### config.mk
export PLATFORM = sky130hd
export DESIGN_NAME = memory_arbiter_flat
export DESIGN_NICKNAME = d
export VERILOG_FILES = /design/src/rtl/memory_arbiter_if.sv /design/src/rtl/memory_arbiter.sv /design/src/flat_wrapper.sv
export SDC_FILE = /design/constraint.sdc
export NUM_CORES = 1
export LEC_CHECK = 0
export CORE_ASPECT_RATIO = 0.8
export CORE_UTILIZATION = 32
export CTS_CLUSTER_DIAMETER = 100
export DETAILED_ROUTE_END_ITERATION = 12
export GPL_ROUTABILITY_DRIVEN = 0
export PLACE_DENSITY = 0.66
export SLEW_MARGIN = 20
export SYNTH_ARGS = -nofsm -noshare
export SYNTH_HDL_FRONTEND = slang
export SYNTH_SLANG_ARGS = --single-unit
### constraint.sdc
create_clock -name CLK -period 5.1 [get_ports CLK]
set_clock_uncertainty 0.05 [all_clocks]
set_input_delay 1.02 -clock CLK [delete_from_list [all_inputs] [get_ports CLK]]
set_output_delay 1.02 -clock CLK [all_outputs]
set_load 0.05 [all_outputs]
### src/rtl/memory_arbiter_if.sv
// Datapath request/response and shared RAM port signals of the memory arbiter.
// The slave modport is the arbiter's view; master is the datapath/RAM environment.
interface memory_arbiter_if;
  logic        iREN;
  logic [31:0] iaddr;
  logic        ihit;
  logic [31:0] iload;
  logic        dREN;
  logic        dWEN;
  logic [31:0] daddr;
  logic [31:0] dstore;
  logic        dhit;
  logic [31:0] dload;
  logic        merr;
  logic        ramREN;
  logic        ramWEN;
  logic [31:0] ramaddr;
  logic [31:0] ramstore;
  logic [31:0] ramload;
  logic [1:0]  ramstate;

  modport slave (
    input  iREN, iaddr, dREN, dWEN, daddr, dstore, ramload, ramstate,
    output ihit, iload, dhit, dload, merr, ramREN, ramWEN, ramaddr, ramstore
  );

  modport master (
    output iREN, iaddr, dREN, dWEN, daddr, dstore, ramload, ramstate,
    input  ihit, iload, dhit, dload, merr, ramREN, ramWEN, ramaddr, ramstore
  );
endinterface

### src/rtl/memory_arbiter.sv
// Registered, timeout-protected arbiter putting instruction and data requests
// onto one shared RAM port; completions are reported as one-cycle hit pulses.
module memory_arbiter #(
  parameter int unsigned TIMEOUT  = 64,
  parameter logic [31:0] ERR_WORD = 32'hBAD1BAD1
) (
  input logic              CLK,
  input logic              RST,
  memory_arbiter_if.slave  bus
);
  localparam int unsigned   CW        = (TIMEOUT > 1) ? $clog2(TIMEOUT) : 1;
  localparam logic [CW-1:0] CNT_LIMIT = CW'(TIMEOUT - 1);
  localparam logic [CW-1:0] CNT_MAX   = {CW{1'b1}};
  localparam logic [1:0]    RS_ACCESS = 2'd2;
  localparam logic [1:0]    RS_ERROR  = 2'd3;

  typedef enum logic [2:0] {
    IDLE  = 3'd0,
    DACC  = 3'd1,
    IACC  = 3'd2,
    DRESP = 3'd3,
    IRESP = 3'd4
  } state_t;

  state_t        state_q, state_d;
  logic [CW-1:0] cnt_q, cnt_d;
  logic          last_was_data_q, last_was_data_d;
  logic          wr_q, wr_d;
  logic [31:0]   ramaddr_q, ramaddr_d;
  logic [31:0]   ramstore_q, ramstore_d;
  logic          ramren_q, ramren_d;
  logic          ramwen_q, ramwen_d;
  logic          ihit_q, ihit_d;
  logic          dhit_q, dhit_d;
  logic [31:0]   iload_q, iload_d;
  logic [31:0]   dload_q, dload_d;
  logic          merr_q, merr_d;
  logic          access_s;
  logic          abort_s;
  logic [31:0]   rsp_s;

  // Next-state, grant and response computation for every flop.
  always_comb begin
    state_d         = state_q;
    cnt_d           = cnt_q;
    last_was_data_d = last_was_data_q;
    wr_d            = wr_q;
    ramaddr_d       = ramaddr_q;
    ramstore_d      = ramstore_q;
    ramren_d        = ramren_q;
    ramwen_d        = ramwen_q;
    ihit_d          = 1'b0;
    dhit_d          = 1'b0;
    iload_d         = 32'h0000_0000;
    dload_d         = 32'h0000_0000;
    merr_d          = merr_q;

    access_s = (bus.ramstate == RS_ACCESS);
    abort_s  = !access_s && ((bus.ramstate == RS_ERROR) || (cnt_q == CNT_LIMIT));
    if (access_s) begin
      rsp_s = wr_q ? 32'h0000_0000 : bus.ramload;
    end else begin
      rsp_s = ERR_WORD;
    end

    case (state_q)
      IDLE: begin
        cnt_d = {CW{1'b0}};
        // A pending fetch right after a data service wins once, so data cannot starve it.
        if ((bus.dREN || bus.dWEN) && !(bus.iREN && last_was_data_q)) begin
          state_d    = DACC;
          ramaddr_d  = bus.daddr;
          ramstore_d = bus.dstore;
          wr_d       = bus.dWEN;
          ramwen_d   = bus.dWEN;
          ramren_d   = !bus.dWEN;
        end else if (bus.iREN) begin
          state_d    = IACC;
          ramaddr_d  = bus.iaddr;
          ramstore_d = 32'h0000_0000;
          wr_d       = 1'b0;
          ramwen_d   = 1'b0;
          ramren_d   = 1'b1;
        end else begin
          state_d = IDLE;
        end
      end
      DACC, IACC: begin
        cnt_d = (cnt_q == CNT_MAX) ? cnt_q : cnt_q + CW'(1'b1);
        if (access_s || abort_s) begin
          ramren_d = 1'b0;
          ramwen_d = 1'b0;
          merr_d   = merr_q | abort_s;
          if (state_q == DACC) begin
            state_d = DRESP;
            dhit_d  = 1'b1;
            dload_d = rsp_s;
          end else begin
            state_d = IRESP;
            ihit_d  = 1'b1;
            iload_d = rsp_s;
          end
        end else begin
          state_d = state_q;
        end
      end
      DRESP: begin
        cnt_d           = {CW{1'b0}};
        ramren_d        = 1'b0;
        ramwen_d        = 1'b0;
        last_was_data_d = 1'b1;
        state_d         = IDLE;
      end
      IRESP: begin
        cnt_d           = {CW{1'b0}};
        ramren_d        = 1'b0;
        ramwen_d        = 1'b0;
        last_was_data_d = 1'b0;
        state_d         = IDLE;
      end
      default: begin
        cnt_d    = {CW{1'b0}};
        ramren_d = 1'b0;
        ramwen_d = 1'b0;
        state_d  = IDLE;
      end
    endcase
  end

  // State and registered outputs; reset abandons any access in flight.
  always_ff @(posedge CLK) begin
    if (RST) begin
      state_q         <= IDLE;
      cnt_q           <= {CW{1'b0}};
      last_was_data_q <= 1'b0;
      wr_q            <= 1'b0;
      ramaddr_q       <= 32'h0000_0000;
      ramstore_q      <= 32'h0000_0000;
      ramren_q        <= 1'b0;
      ramwen_q        <= 1'b0;
      ihit_q          <= 1'b0;
      dhit_q          <= 1'b0;
      iload_q         <= 32'h0000_0000;
      dload_q         <= 32'h0000_0000;
      merr_q          <= 1'b0;
    end else begin
      state_q         <= state_d;
      cnt_q           <= cnt_d;
      last_was_data_q <= last_was_data_d;
      wr_q            <= wr_d;
      ramaddr_q       <= ramaddr_d;
      ramstore_q      <= ramstore_d;
      ramren_q        <= ramren_d;
      ramwen_q        <= ramwen_d;
      ihit_q          <= ihit_d;
      dhit_q          <= dhit_d;
      iload_q         <= iload_d;
      dload_q         <= dload_d;
      merr_q          <= merr_d;
    end
  end

  assign bus.ihit     = ihit_q;
  assign bus.iload    = iload_q;
  assign bus.dhit     = dhit_q;
  assign bus.dload    = dload_q;
  assign bus.merr     = merr_q;
  assign bus.ramREN   = ramren_q;
  assign bus.ramWEN   = ramwen_q;
  assign bus.ramaddr  = ramaddr_q;
  assign bus.ramstore = ramstore_q;
endmodule

### src/flat_wrapper.sv
// flat-port wrapper written by rule: the top's interface ports become plain ports
module memory_arbiter_flat 
#(
  parameter int unsigned TIMEOUT  = 64,
  parameter logic [31:0] ERR_WORD = 32'hBAD1BAD1
)
  (CLK, RST, bus_iREN, bus_iaddr, bus_dREN, bus_dWEN, bus_daddr, bus_dstore, bus_ramload, bus_ramstate, bus_ihit, bus_iload, bus_dhit, bus_dload, bus_merr, bus_ramREN, bus_ramWEN, bus_ramaddr, bus_ramstore);
  memory_arbiter_if bus_i ();
  input logic CLK;
  input logic RST;
  input wire logic [$bits(bus_i.iREN)-1:0] bus_iREN;
  input wire logic [$bits(bus_i.iaddr)-1:0] bus_iaddr;
  input wire logic [$bits(bus_i.dREN)-1:0] bus_dREN;
  input wire logic [$bits(bus_i.dWEN)-1:0] bus_dWEN;
  input wire logic [$bits(bus_i.daddr)-1:0] bus_daddr;
  input wire logic [$bits(bus_i.dstore)-1:0] bus_dstore;
  input wire logic [$bits(bus_i.ramload)-1:0] bus_ramload;
  input wire logic [$bits(bus_i.ramstate)-1:0] bus_ramstate;
  output wire logic [$bits(bus_i.ihit)-1:0] bus_ihit;
  output wire logic [$bits(bus_i.iload)-1:0] bus_iload;
  output wire logic [$bits(bus_i.dhit)-1:0] bus_dhit;
  output wire logic [$bits(bus_i.dload)-1:0] bus_dload;
  output wire logic [$bits(bus_i.merr)-1:0] bus_merr;
  output wire logic [$bits(bus_i.ramREN)-1:0] bus_ramREN;
  output wire logic [$bits(bus_i.ramWEN)-1:0] bus_ramWEN;
  output wire logic [$bits(bus_i.ramaddr)-1:0] bus_ramaddr;
  output wire logic [$bits(bus_i.ramstore)-1:0] bus_ramstore;
  assign bus_i.iREN = bus_iREN;
  assign bus_i.iaddr = bus_iaddr;
  assign bus_i.dREN = bus_dREN;
  assign bus_i.dWEN = bus_dWEN;
  assign bus_i.daddr = bus_daddr;
  assign bus_i.dstore = bus_dstore;
  assign bus_i.ramload = bus_ramload;
  assign bus_i.ramstate = bus_ramstate;
  assign bus_ihit = bus_i.ihit;
  assign bus_iload = bus_i.iload;
  assign bus_dhit = bus_i.dhit;
  assign bus_dload = bus_i.dload;
  assign bus_merr = bus_i.merr;
  assign bus_ramREN = bus_i.ramREN;
  assign bus_ramWEN = bus_i.ramWEN;
  assign bus_ramaddr = bus_i.ramaddr;
  assign bus_ramstore = bus_i.ramstore;
  memory_arbiter #(.TIMEOUT(TIMEOUT), .ERR_WORD(ERR_WORD)) u_core (.CLK(CLK), .RST(RST), .bus(bus_i));
endmodule
==> impl_metrics.json <==
{
  "critical_path_class": "input pin to register",
  "die_area_um2": 16920,
  "synth_top_flop_cell": "dfxtp_1",
  "hpwlAfterDp_um": 11210,
  "vias": 4966,
  "ys_types": 40,
  "routed_wl_um": 16100,
  "drc": 0,
  "clockBufferDepth": 2,
  "synth_top_family_by_area": "compound AO/OA/AOI/OAI gates",
  "syn2layout_area_growth_pct": 64.28,
  "fin_crit_ns": 2.753,
  "finalPower_mw": 4.838,
  "status": "finished clean",
  "insertion_delay_ns": 0.41,
  "peakVddDrop_v": 0.0003266,
  "path_cells": "clkdlybuf4s50_1 > or3_1 > a21oi_1 > a211oi_1",
  "place_area_um2": 8025,
  "critPathTopFamily": "simple AND/OR/NAND/NOR gates",
  "n_antenna_cell": 0,
  "reg2reg_from": "u_core.state_q[0]",
  "min_to": "u_core.bus.ramstore[20]",
  "cp_slowest_cell": "or3_1",
  "crit_fanout": 32,
  "die_h_um": 116.5,
  "synth_cells": 544,
  "crit_arrival_ns": 3.03,
  "clockRootBuffer": "clkbuf_16",
  "yosysSeqAreaShare_pct": 54.94,
  "drt_iter0_drc": 189,
  "synth_compound_area_share_pct": 18.67,
  "power.density_nw_per_um2": 561.2,
  "cp-start-kind": "input pin",
  "clock-sinks": 144,
  "grt_max_degree": 46,
  "synth-seq-cells": 144,
  "final.fill_count": 1425,
  "synth-xor-area-share_pct": 0.3338,
  "hold_class": "register to register",
  "cp-startpoint": "bus_dWEN",
  "ctsResizeCount": 0,
  "die_width_um": 145.2,
  "fin_area_um2": 8621,
  "postCtsSetupRepairBufs": 0,
  "start_util_pct": 33.00,
  "rows": 41,
  "final-setup-viol-count": 0,
  "syn-cell-area_um2": 5248,
  "slew_violations": 0,
  "slowest_delay_ns": 0.89,
  "r2r_setup_slack_ns": 2.71,
  "synth.area.mux_share_pct": 6.104,
  "fmax_mhz": 363.2,
  "grt_pass1_vias": 4733,
  "overflow": 0,
  "instances_no_fill": 1011,
  "antenna_left": 0,
  "cts_buffers": 17,
  "finalHoldViolations": 0,
  "rsz0062_at_grt": "no",
  "grtUsageTotal_pct": 18.86,
  "synth-simple-area-share_pct": 14.85,
  "required_ns": 5.38,
  "drive_above_1_share_pct": 6.030,
  "hold_start": "u_core.bus.ramstore[20]",
  "clk_pin_slew_worst_paths_ns": 0.06,
  "viasPerCell": 4.912,
  "crit_buf_inv": 1,
  "drv_cap": 0,
  "first_pass_iters": 4,
  "synthAdderAreaFrac_pct": 0.2384,
  "regArea_um2": 2883,
  "cts_tree": "done",
  "portBuffers": 267,
  "layout_worst_path_cycle_share_pct": 53.99,
  "holdPathStages": 2,
  "htree_levels": 4,
  "antenna_found_initial": 0,
  "core_area_um2": 15900,
  "grt_first_pass_wirelength_um": 24870,
  "leakagePower_nw": 3.239,
  "multiInputGateArea_um2": 2138,
  "synthArstFlopShare_pct": 0,
  "tns_ns": 0,
  "routedWlPerCell_um": 15.92,
  "max_slew_margin_pct": 27.69,
  "pin_count": 268,
  "tightest_slew_ns": 1.085,
  "cts_hold_buf": 0,
  "synth.avg_cell_area_um2": 9.646,
  "yosys_warnings": 0,
  "rr_endpoint": "u_core.bus.ramaddr[10]",
  "layout.nets": 919,
  "ff2ff_path_depth": 4,
  "synth_edf_count": 0,
  "final_core_util_pct": 54.21,
  "end_kind": "register",
  "syn-num-nets": 680,
  "dp_cells": 979
}
-- cells by family (layout without fill, tap and decap cells) --
family,after synthesis,after routing
buf+inv,56,308
flops,144,144
mux,32,32
simple gates,138,138
compound gates,171,171
xor+xnor,2,2
fa+ha+maj,1,1
-- sequential cells by signal, summed over array words and instances (netlist names), 3 cells and up --
| register | cells |
|---|---|
| u_core.bus.ramstore | 32 |
| u_core.bus.ramaddr | 32 |
| u_core.bus.iload | 32 |
| u_core.state_q | 3 |
| u_core.cnt_q | 6 |
| u_core.bus.dload | 32 |
-- tightest hold or removal path, cell delays in order, from the launching register on --
cell	delay, ns
dfxtp_1	0.30
o21ai_0	0.06
a21oi_1	0.06
-- through the flow --
| stage | hold WS, ns | setup slack, ns |
|---|---|---|
| floorplan | 0.4270 | 2.872 |
| global route | 0.4456 | 2.185 |
| global placement | 0.4081 | 1.980 |
| finish | 0.4186 | 2.347 |
| detailed placement | 0.4144 | 1.897 |
| CTS | 0.4225 | 2.350 |
-- worst max path at each step --
stage	cells past startpoint	slack [ns]	end
floorplan	5	2.87	u_core.bus.iload[10]
detailed placement	4	1.90	u_core.bus.ramaddr[29]
CTS	4	2.35	u_core.bus.ramaddr[29]
global route	4	2.19	u_core.bus.ramaddr[0]
finish	4	2.35	u_core.bus.ramaddr[10]
global placement	5	1.98	u_core.bus.ramaddr[16]
-- cell usage after synthesis, drive strengths merged, types with 3 or more instances --
cell type,number,area share [%]
a211oi,34,4.9
clkbuf,33,2.4
and2,28,3.3
mux2i,32,6.1
buf,20,2.3
a21oi,88,8.4
o21ai,37,3.5
or3,4,0.48
nor2,9,0.69
nand2,6,0.43
dfxtp,144,55
nand3,39,3.7
nor3,43,4.7
a31oi,3,0.36
-- cells in the final DEF, fill, tap and decap left out, drive strengths merged --
cell type,netlist,final
or3,4,4
nand4,1,1
nand2,6,6
and2,28,28
and4,1,1
o21ai,37,37
ha,1,1
a211oi,34,34
inv,2,7
nor2b,1,1
a2111o,1,1
nor3b,1,1
xor2,2,2
a2bb2oi,1,1
nand3,39,39
bufinv,0,2
clkdlybuf4s50,0,266
buf,20,7
o211ai,1,1
o22ai,1,1
mux2i,32,32
nor4b,1,1
clkinv,1,5
nand2b,2,2
clkbuf,33,19
a21o,1,1
dfxtp,144,144
o21a,1,1
a21boi,1,1
or4b,2,2
nor3,43,43
nor2,9,9
clkinvlp,0,2
a31oi,3,3
o2111ai,2,2
a21oi,88,88
-- report_power, final --
part	switching (mW)	leakage, nW	internal [mW]	total (mW)
combinational	1.39	1.77	0.703	2.09
sequential	0.145	1.18	1.37	1.51
clock	0.496	0.288	0.744	1.24
total	2.03	3.24	2.81	4.84
-- cell type report --
type / count / area share (%)
clock inverters: 13 / 1.756
repair buffers: 273 / 31.61
clock buffers: 19 / 5.138
well taps: 215 / 3.120
inverters: 3 / 0.1306
multi-input cells: 344 / 24.80
flip-flops and latches: 144 / 33.44
-- layer usage --
metal | vias to the layer above | wire length (um) | global-route usage, % | part of all wire, %
li1 | 2438 | - | - | -
met1 | 2304 | 6759 | 21.91 | 42
met2 | 211 | 7636 | 31.44 | 47
met3 | 13 | 1493 | 8.516 | 9.3
met5 | - | 0 | 0 | 0
met4 | 0 | 208 | 5.754 | 1.3
Power figures use the tool's default switching activity.
